`config.mk`:
```
export PLATFORM = sky130hd
export DESIGN_NAME = switch_debounce_filter_flat
export DESIGN_NICKNAME = d
export VERILOG_FILES = /design/src/rtl/switch_debounce_filter_if.sv /design/src/rtl/switch_debounce_filter.sv /design/src/flat_wrapper.sv
export SDC_FILE = /design/constraint.sdc
export NUM_CORES = 1
export LEC_CHECK = 0
export CAP_MARGIN = 0
export CORE_MARGIN = 3
export CORE_UTILIZATION = 38
export CTS_BUF_LIST = sky130_fd_sc_hd__clkbuf_8
export DETAILED_ROUTE_END_ITERATION = 7
export PLACE_DENSITY = 0.59
export SYNTH_ARGS = -nofsm -noshare
export SYNTH_HDL_FRONTEND = slang
export SYNTH_SLANG_ARGS = --single-unit
```
`constraint.sdc`:
```
create_clock -name i_Clk -period 2.5 [get_ports i_Clk]
set_input_delay 0.5 -clock i_Clk [delete_from_list [all_inputs] [get_ports i_Clk]]
set_output_delay 0.5 -clock i_Clk [all_outputs]
set_load 0.02 [all_outputs]
```
`src/rtl/switch_debounce_filter_if.sv`:
```
// Bundles the switch-conditioning signals: the raw level going in and the clean level,
// the press/release strobes and the busy flag coming out.
interface switch_debounce_filter_if;
    logic i_Switch;
    logic o_Switch;
    logic o_Press;
    logic o_Release;
    logic o_Busy;

    modport master (
        output i_Switch,
        input  o_Switch,
        input  o_Press,
        input  o_Release,
        input  o_Busy
    );

    modport slave (
        input  i_Switch,
        output o_Switch,
        output o_Press,
        output o_Release,
        output o_Busy
    );
endinterface

```
`src/rtl/switch_debounce_filter.sv`:
```
// Synchronises and debounces one mechanical switch and emits one-cycle press/release strobes.
// Optional auto-repeat of o_Press while held: define SWITCH_DEBOUNCE_REPEAT_EN.
module switch_debounce_filter #(
    parameter int unsigned DEBOUNCE_CYCLES     = 250000,
    parameter int unsigned SYNC_STAGES         = 2,
    parameter logic        INIT_LEVEL          = 1'b0
`ifdef SWITCH_DEBOUNCE_REPEAT_EN
    ,
    parameter int unsigned REPEAT_DELAY_CYCLES = 12500000,
    parameter int unsigned REPEAT_RATE_CYCLES  = 2500000
`endif
) (
    input  logic                     i_Clk,
    input  logic                     i_Rst_N,
    switch_debounce_filter_if.slave  sw
);

    localparam int unsigned CNT_W = $clog2(DEBOUNCE_CYCLES + 1);
    localparam logic [CNT_W-1:0] CNT_LAST = CNT_W'(DEBOUNCE_CYCLES - 1);
    localparam logic [CNT_W-1:0] CNT_MAX  = CNT_W'(DEBOUNCE_CYCLES);

    typedef enum logic [1:0] {
        STABLE_LO,
        SETTLE_HI,
        STABLE_HI,
        SETTLE_LO
    } state_e;

    localparam state_e INIT_STATE = INIT_LEVEL ? STABLE_HI : STABLE_LO;

    logic [SYNC_STAGES-1:0] sync_q, sync_d;
    state_e                 state_q, state_d;
    logic [CNT_W-1:0]       count_q, count_d;
    logic                   switch_q, switch_d;
    logic                   press_q, press_d;
    logic                   release_q, release_d;
    logic                   busy_q, busy_d;
    logic                   sync_last;

`ifdef SWITCH_DEBOUNCE_REPEAT_EN
    localparam int unsigned RPT_MAX = (REPEAT_DELAY_CYCLES > REPEAT_RATE_CYCLES) ?
                                      REPEAT_DELAY_CYCLES : REPEAT_RATE_CYCLES;
    localparam int unsigned RPT_W   = $clog2(RPT_MAX + 1);
    localparam logic [RPT_W-1:0] RPT_DELAY_LAST = RPT_W'(REPEAT_DELAY_CYCLES - 1);
    localparam logic [RPT_W-1:0] RPT_RATE_LAST  = RPT_W'(REPEAT_RATE_CYCLES - 1);

    logic [RPT_W-1:0] rpt_q, rpt_d;
    logic             rpt_first_q, rpt_first_d;
`endif

    assign sync_last = sync_q[SYNC_STAGES-1];

    always_comb begin
        sync_d    = {sync_q[SYNC_STAGES-2:0], sw.i_Switch};
        state_d   = state_q;
        count_d   = '0;
        switch_d  = switch_q;
        press_d   = 1'b0;
        release_d = 1'b0;
        busy_d    = busy_q;
`ifdef SWITCH_DEBOUNCE_REPEAT_EN
        // Anything other than a held STABLE_HI clears repeat timing back to the initial delay.
        rpt_d       = '0;
        rpt_first_d = 1'b1;
`endif

        case (state_q)
            STABLE_LO: begin
                if (sync_last) begin
                    state_d = SETTLE_HI;
                    busy_d  = 1'b1;
                end
            end

            STABLE_HI: begin
                if (!sync_last) begin
                    state_d = SETTLE_LO;
                    busy_d  = 1'b1;
                end else begin
`ifdef SWITCH_DEBOUNCE_REPEAT_EN
                    if (rpt_q == (rpt_first_q ? RPT_DELAY_LAST : RPT_RATE_LAST)) begin
                        press_d     = 1'b1;
                        rpt_d       = '0;
                        rpt_first_d = 1'b0;
                    end else begin
                        rpt_d       = rpt_q + 1'b1;
                        rpt_first_d = rpt_first_q;
                    end
`else
                    press_d = 1'b0;
`endif
                end
            end

            SETTLE_HI: begin
                if (!sync_last) begin
                    state_d = STABLE_LO;
                    busy_d  = 1'b0;
                end else if (count_q == CNT_LAST) begin
                    state_d  = STABLE_HI;
                    switch_d = 1'b1;
                    press_d  = 1'b1;
                    busy_d   = 1'b0;
                end else begin
                    count_d = (count_q == CNT_MAX) ? count_q : count_q + 1'b1;
                end
            end

            SETTLE_LO: begin
                if (sync_last) begin
                    state_d = STABLE_HI;
                    busy_d  = 1'b0;
                end else if (count_q == CNT_LAST) begin
                    state_d   = STABLE_LO;
                    switch_d  = 1'b0;
                    release_d = 1'b1;
                    busy_d    = 1'b0;
                end else begin
                    count_d = (count_q == CNT_MAX) ? count_q : count_q + 1'b1;
                end
            end

            default: begin
                state_d = INIT_STATE;
                busy_d  = 1'b0;
            end
        endcase
    end

    always_ff @(posedge i_Clk) begin
        if (!i_Rst_N) begin
            sync_q      <= {SYNC_STAGES{INIT_LEVEL}};
            state_q     <= INIT_STATE;
            count_q     <= '0;
            switch_q    <= INIT_LEVEL;
            press_q     <= 1'b0;
            release_q   <= 1'b0;
            busy_q      <= 1'b0;
`ifdef SWITCH_DEBOUNCE_REPEAT_EN
            rpt_q       <= '0;
            rpt_first_q <= 1'b1;
`endif
        end else begin
            sync_q      <= sync_d;
            state_q     <= state_d;
            count_q     <= count_d;
            switch_q    <= switch_d;
            press_q     <= press_d;
            release_q   <= release_d;
            busy_q      <= busy_d;
`ifdef SWITCH_DEBOUNCE_REPEAT_EN
            rpt_q       <= rpt_d;
            rpt_first_q <= rpt_first_d;
`endif
        end
    end

    assign sw.o_Switch  = switch_q;
    assign sw.o_Press   = press_q;
    assign sw.o_Release = release_q;
    assign sw.o_Busy    = busy_q;

endmodule

```
`src/flat_wrapper.sv`:
```
// flat-port wrapper written by rule: the top's interface ports become plain ports
module switch_debounce_filter_flat 
#(
    parameter int unsigned DEBOUNCE_CYCLES     = 250000,
    parameter int unsigned SYNC_STAGES         = 2,
    parameter logic        INIT_LEVEL          = 1'b0

)
  (i_Clk, i_Rst_N, sw_i_Switch, sw_o_Switch, sw_o_Press, sw_o_Release, sw_o_Busy);
  switch_debounce_filter_if sw_i ();
  input  logic i_Clk;
  input  logic i_Rst_N;
  input wire logic [$bits(sw_i.i_Switch)-1:0] sw_i_Switch;
  output wire logic [$bits(sw_i.o_Switch)-1:0] sw_o_Switch;
  output wire logic [$bits(sw_i.o_Press)-1:0] sw_o_Press;
  output wire logic [$bits(sw_i.o_Release)-1:0] sw_o_Release;
  output wire logic [$bits(sw_i.o_Busy)-1:0] sw_o_Busy;
  assign sw_i.i_Switch = sw_i_Switch;
  assign sw_o_Switch = sw_i.o_Switch;
  assign sw_o_Press = sw_i.o_Press;
  assign sw_o_Release = sw_i.o_Release;
  assign sw_o_Busy = sw_i.o_Busy;
  switch_debounce_filter #(.DEBOUNCE_CYCLES(DEBOUNCE_CYCLES), .SYNC_STAGES(SYNC_STAGES), .INIT_LEVEL(INIT_LEVEL)) u_core (.i_Clk(i_Clk), .i_Rst_N(i_Rst_N), .sw(sw_i));
endmodule
```
# Word level (Yosys, flattened, before mapping)
# Index checks and enable logic that the tools add are counted.
classes:
  addsub: 1
  n_mul: 0
  n_div: 0
  n_lt_le_gt_ge: 0
  n_eq_ne: 13
  shifts: 0
  mux: 24
  bitwise: 2
  reduce_logical: 7
ops:
  columns: ["cell", "n"]
  rows:
  - ["$mux 18", 4]
  - ["$eq 18x18->1 const B", 2]
  - ["$pmux 18 s2", 1]
  - ["$add 18x1->18 const B", 1]
  - ["$mux 2", 6]
  - ["$mux 1", 10]
  - ["$ne 2x1->1 const B", 4]
  - ["$pmux 2 s4", 1]
  - ["$reduce_and 5->1", 1]
  - ["$eq 2x2->1 const B", 2]
  - ["$ne 2x2->1 const B", 2]
  - ["$pmux 1 s4", 1]
  - ["$reduce_and 4->1", 1]
  - ["$ne 3x1->1 const B", 1]
  - ["$ne 3x3->1 const B", 1]
  - ["$reduce_and 3->1", 1]
  - ["$reduce_or 3->1", 1]
  - ["$eq 2x1->1 const B", 1]
  - ["$logic_not 2->1", 1]
  - ["$not 1->1", 2]
  - ["$pmux 1 s2", 1]
  - ["$reduce_and 2->1", 1]
  - ["$reduce_bool 2->1", 1]
word_totals:
  reg_bits: 26
  latch_bits: 0
  mem_bits_rw: 0
  romBits: 0
  inputBits: 3
  output_inout_bits: 4
  wordCells: 54
  mem_count: 0

# Longest topological paths before layout
depth:
  word_depth: 5
  depth_mapped: 6
  depth_no_buf: 5

# Worst setup path after synthesis
# OpenSTA, ideal clock, no wires.
synth_path:
  path_kind: "reg-to-reg"
  start: "register u_core.count_q[5]"
  end: "register u_core.count_q[10]"
  t_arrival_ns: 1.929
  t_required_ns: 2.385
  setup_slack_ns: 0.456
  path_stages_with_launch: 6
  cell_sequence: "dfxtp_1 or4b_1 or4_4 o2111ai_2 buf_6 nor2_1"
synth_via:
  elab_chain_len: 5
synth_lines:
  columns: ["element", "line", "source"]
  rows:
  - ["start, declared", "switch_debounce_filter.sv:33", "logic [CNT_W-1:0] count_q, count_d;"]
  - ["start signal, assigned", "switch_debounce_filter.sv:146", "count_q <= count_d;"]
  - ["$add 18x1->18 or $eq 18x18->1 (tied branches)", "switch_debounce_filter.sv:105, switch_debounce_filter.sv:119", null]
  - ["$mux 18", "switch_debounce_filter.sv:105, switch_debounce_filter.sv:119", null]
  - ["$mux 18 *", "switch_debounce_filter.sv:99, switch_debounce_filter.sv:113", null]
  - ["$mux 18 (on tied branches)", "switch_debounce_filter.sv:110, switch_debounce_filter.sv:96", null]
  - ["$pmux 18 s2 *", "switch_debounce_filter.sv:67", "case (state_q)"]
# Mark *: on every way between the ends. The rest lies on a longest branch, timed or not.
# A chain may end at the register's enable or synchronous reset.

# Worst setup path after layout
layout_path:
  start: "register u_core.count_q[5]"
  end: "register u_core.count_q[11]"
# Same word-level chain as after synthesis.

==> impl_metrics.py <==
metrics = {
    "min_path": {
        "worst_hold_path.num_cells": 1,
        "hold_class": "reg2reg",
    },
    "critical_path": {
        "r2r_slack_ns": 0.28,
        "crit_path_max_incr_delay_ns": 0.61,
        "crit_slowest_cell": "or4_4",
        "criticalPathCategory": "reg2reg",
        "r2r_depth": 5,
        "cp-start-kind": "flip-flop",
        "timing.critical_path.required_ns": 2.67,
        "crit_path_max_fanout": 14,
        "end_kind": "flip-flop",
        "worst-endpoint-arrival_ns": 2.39,
        "critical_path.cell_chain": "or4b_1 > or4_4 > o2111ai_2 > buf_4 > nor2_1",
    },
    "clock_network": {
        "post_cts.resized_instances": 0,
        "worstSkewPairLatency_ns": 0.27,
        "cts_clk_pin_slew_worst_paths_ns": 0.09,
        "total_clock_buffers_created_by_cts": 3,
        "clk_path_buf_depth": 2,
        "tritoncts": "yes",
        "post-cts-setup-buffers": 0,
        "ctsHoldBuffers": 0,
        "cts.root.buffer_cell": "clkbuf_8",
        "cts-htree-levels": 1,
        "cts.sinks": 26,
    },
    "timing": {
        "worst-slew-pin-transition_ns": 0.375,
        "clock_skew_ns": 0.00435,
        "fmax_mhz": 451,
        "period_share_pct": 88.7,
        "min_period_ns": 2.22,
        "grt_setup_unrepaired": "false",
        "finalSetupViolations": 0,
        "maxSlewViolCount": 0,
        "worst_hold_slack_ns": 0.445,
        "max_slew_margin_vs_limit_pct": 74.8,
        "timing_hold_violations_final": 0,
        "fin_tns_setup_ns": 0,
    },
    "grt": {
        "via_count_of_the_first_global_routing_pass": 881,
        "number_of_antenna_violations_at_the_first_check_in_global_routing": 0,
        "first_pass_grt_wire_length_mm": 3.86,
        "grt_start_max_net_pins": 16,
        "grt.total_usage_pct": 12.3,
        "grt-ovfl-total": 0,
    },
    "yosys": {
        "yosysTopAreaCell": "dfxtp_1",
        "postSynthRegisterBits": 26,
        "synth_adder_area_share_pct": 2.07,
        "synth.area.mux_share_pct": 0,
        "largest_family_of_logic_cells_by_synthesized_area": "simple AND/OR/NAND/NOR gates",
        "postSynthAreaPerCell_um2": 8.93,
        "synthesis.area_um2": 1210,
        "syn-instance-count": 135,
        "syn-num-nets": 140,
        "synthDistinctLibCells": 34,
        "synth-seq-area-share_pct": 43.2,
        "synthesized_area_fraction_occupied_by_and_or_nand_nor_cells_pct": 30.6,
        "xor_and_xnor_area_share_after_synthesis_pct": 7.99,
        "complex_gate_fraction_of_the_synthesized_area_pct": 12.1,
        "synth.top_cells.by_area": "dfxtp_1 43%, xor2_1 4.4%, nand3_1 4.1%, xnor2_1 3.6%, nor2_1 3.4%",
        "netlist.area_leader.share_pct": 43.2,
        "synth.yosys.warnings": 0,
    },
    "floorplanning": {
        "die_width_um": 62.3,
        "fp.dieArea_um2": 3890,
        "ioPinCount": 7,
        "core_area_um2": 2900,
        "die-height_um": 62.3,
        "floorplan.rows": 19,
        "start_util_pct": 41.6,
    },
    "layout": {
        "filler_cell_count": 306,
        "mostFrequentLayoutCell": "dfxtp_1",
        "utilization_pct": 47.4,
        "syn2layout_area_growth_pct": 14.0,
        "final_cell_mix": "26 x dfxtp_1, 11 x nor2_1, 10 x nand3_1",
        "finish.net_count": 150,
        "drive_above_1_share_pct": 8.33,
        "insertedDiodeCount": 0,
    },
    "route": {
        "avgViaCountPerCell": 5.04,
        "drt-wirelength-per-cell_um": 11.6,
        "antenna_violating_nets_post_route": 0,
        "initial_drc_count": 31,
        "drt_drc_violations_left": 0,
        "num_vias": 938,
        "wirelength_mm": 2.17,
        "drt_first_pass_iters": 4,
    },
    "placement": {
        "dp.final_hpwl_mm": 1.64,
        "io_buffer_count": 6,
        "gp_routability_congestion": 0.768,
    },
    "power": {
        "vdd_ir_drop_max_mv": 0.218,
        "power.total_w": 0.000794,
        "powerDensity_nw_per_um2": 577,
        "total_leakage_power_nw": 0.401,
    },
    "run": {
        "drv_cap": 0,
    },
    "run_status": {
        "outcome": "finished clean",
    },
}
==> worst paths after layout <==
check | from | to
worst max register to register | u_core.count_q[5] | u_core.count_q[11]
worst min register to register | u_core.sync_q[0] | u_core.sync_q[1]
worst max-delay path | u_core.count_q[5] | u_core.count_q[11]
worst min-delay path | u_core.sync_q[0] | u_core.sync_q[1]
==> metal layers <==
metal,routed length (um),track usage [%]
met5,0,0
met4,49,7.44
met3,57,1.80
met2,931,18.1
met1,1130,16.9
==> through the flow <==
stage	cell area, um^2	std cells	setup WS [ns]
global route	1380	186	0.146
detailed placement	1300	182	0.275
CTS	1380	186	0.270
global placement	1300	182	0.318
floorplan	1210	135	0.456
finish	1380	186	0.283
==> power breakdown <==
group          switching [W]  internal, W
clock network       0.000137     0.000214
registers         0.00000337     0.000418
logic             0.00000989    0.0000104
==> area by class of cell <==
cell class                 count  area [um^2]  share of cell area (%)
clock buffer                   3         41.3                    3.00
sequential                    26          520                    37.9
inverter                       7         26.3                    1.91
multi-input combinational    100          637                    46.3
clock inverter                 1         30.0                    2.18
tap                           42         52.6                    3.82
timing repair buffer           7         67.6                    4.91
==> sequential cells by signal (all words and copies together) (netlist names), named ones only <==
name / cells
u_core.sw.o_Busy: 1
u_core.sw.o_Release: 1
u_core.sync_q: 2
u_core.count_q: 18
u_core.state_q: 1
u_core.sw.o_Press: 1
u_core.sw.o_Switch: 1
==> critical path: cells and delay by family (launching register included) <==
family                 cells  cell delay (ns)
buffers and inverters      1             0.25
DFF                        1             0.36
AOI/OAI and AO/OA          1             0.29
and+or+nand+nor            3             1.20
==> synth_stat cells <==
cell type  number
a31oi_1         1
a21oi_1         8
o21ai_0         6
or4_4           1
and4_1          1
or4b_1          2
nand2b_1        2
or3_1           5
or2_4           1
xor2_1          6
o21a_1          3
xnor2_1         5
and2_1          2
nand2_1         9
and3_2          1
inv_1           7
nor4_1          3
ha_1            2
o31ai_1         2
or2b_2          1
o211a_1         1
dfxtp_1        26
nor2b_1         1
or4_1           2
buf_6           2
a211oi_1        1
nor2_1         11
or2_2           1
nor4_4          1
nand3_1        10
nor3_1          6
and3_1          1
o2111ai_2       1
nand4_1         3
==> cells by family after synthesis <==
kind of cell	count (synthesis)
buf+inv	9
fa+ha+maj	2
flops	26
xor+xnor	11
simple gates	64
compound gates	23
(Power assumes the default switching activity.)
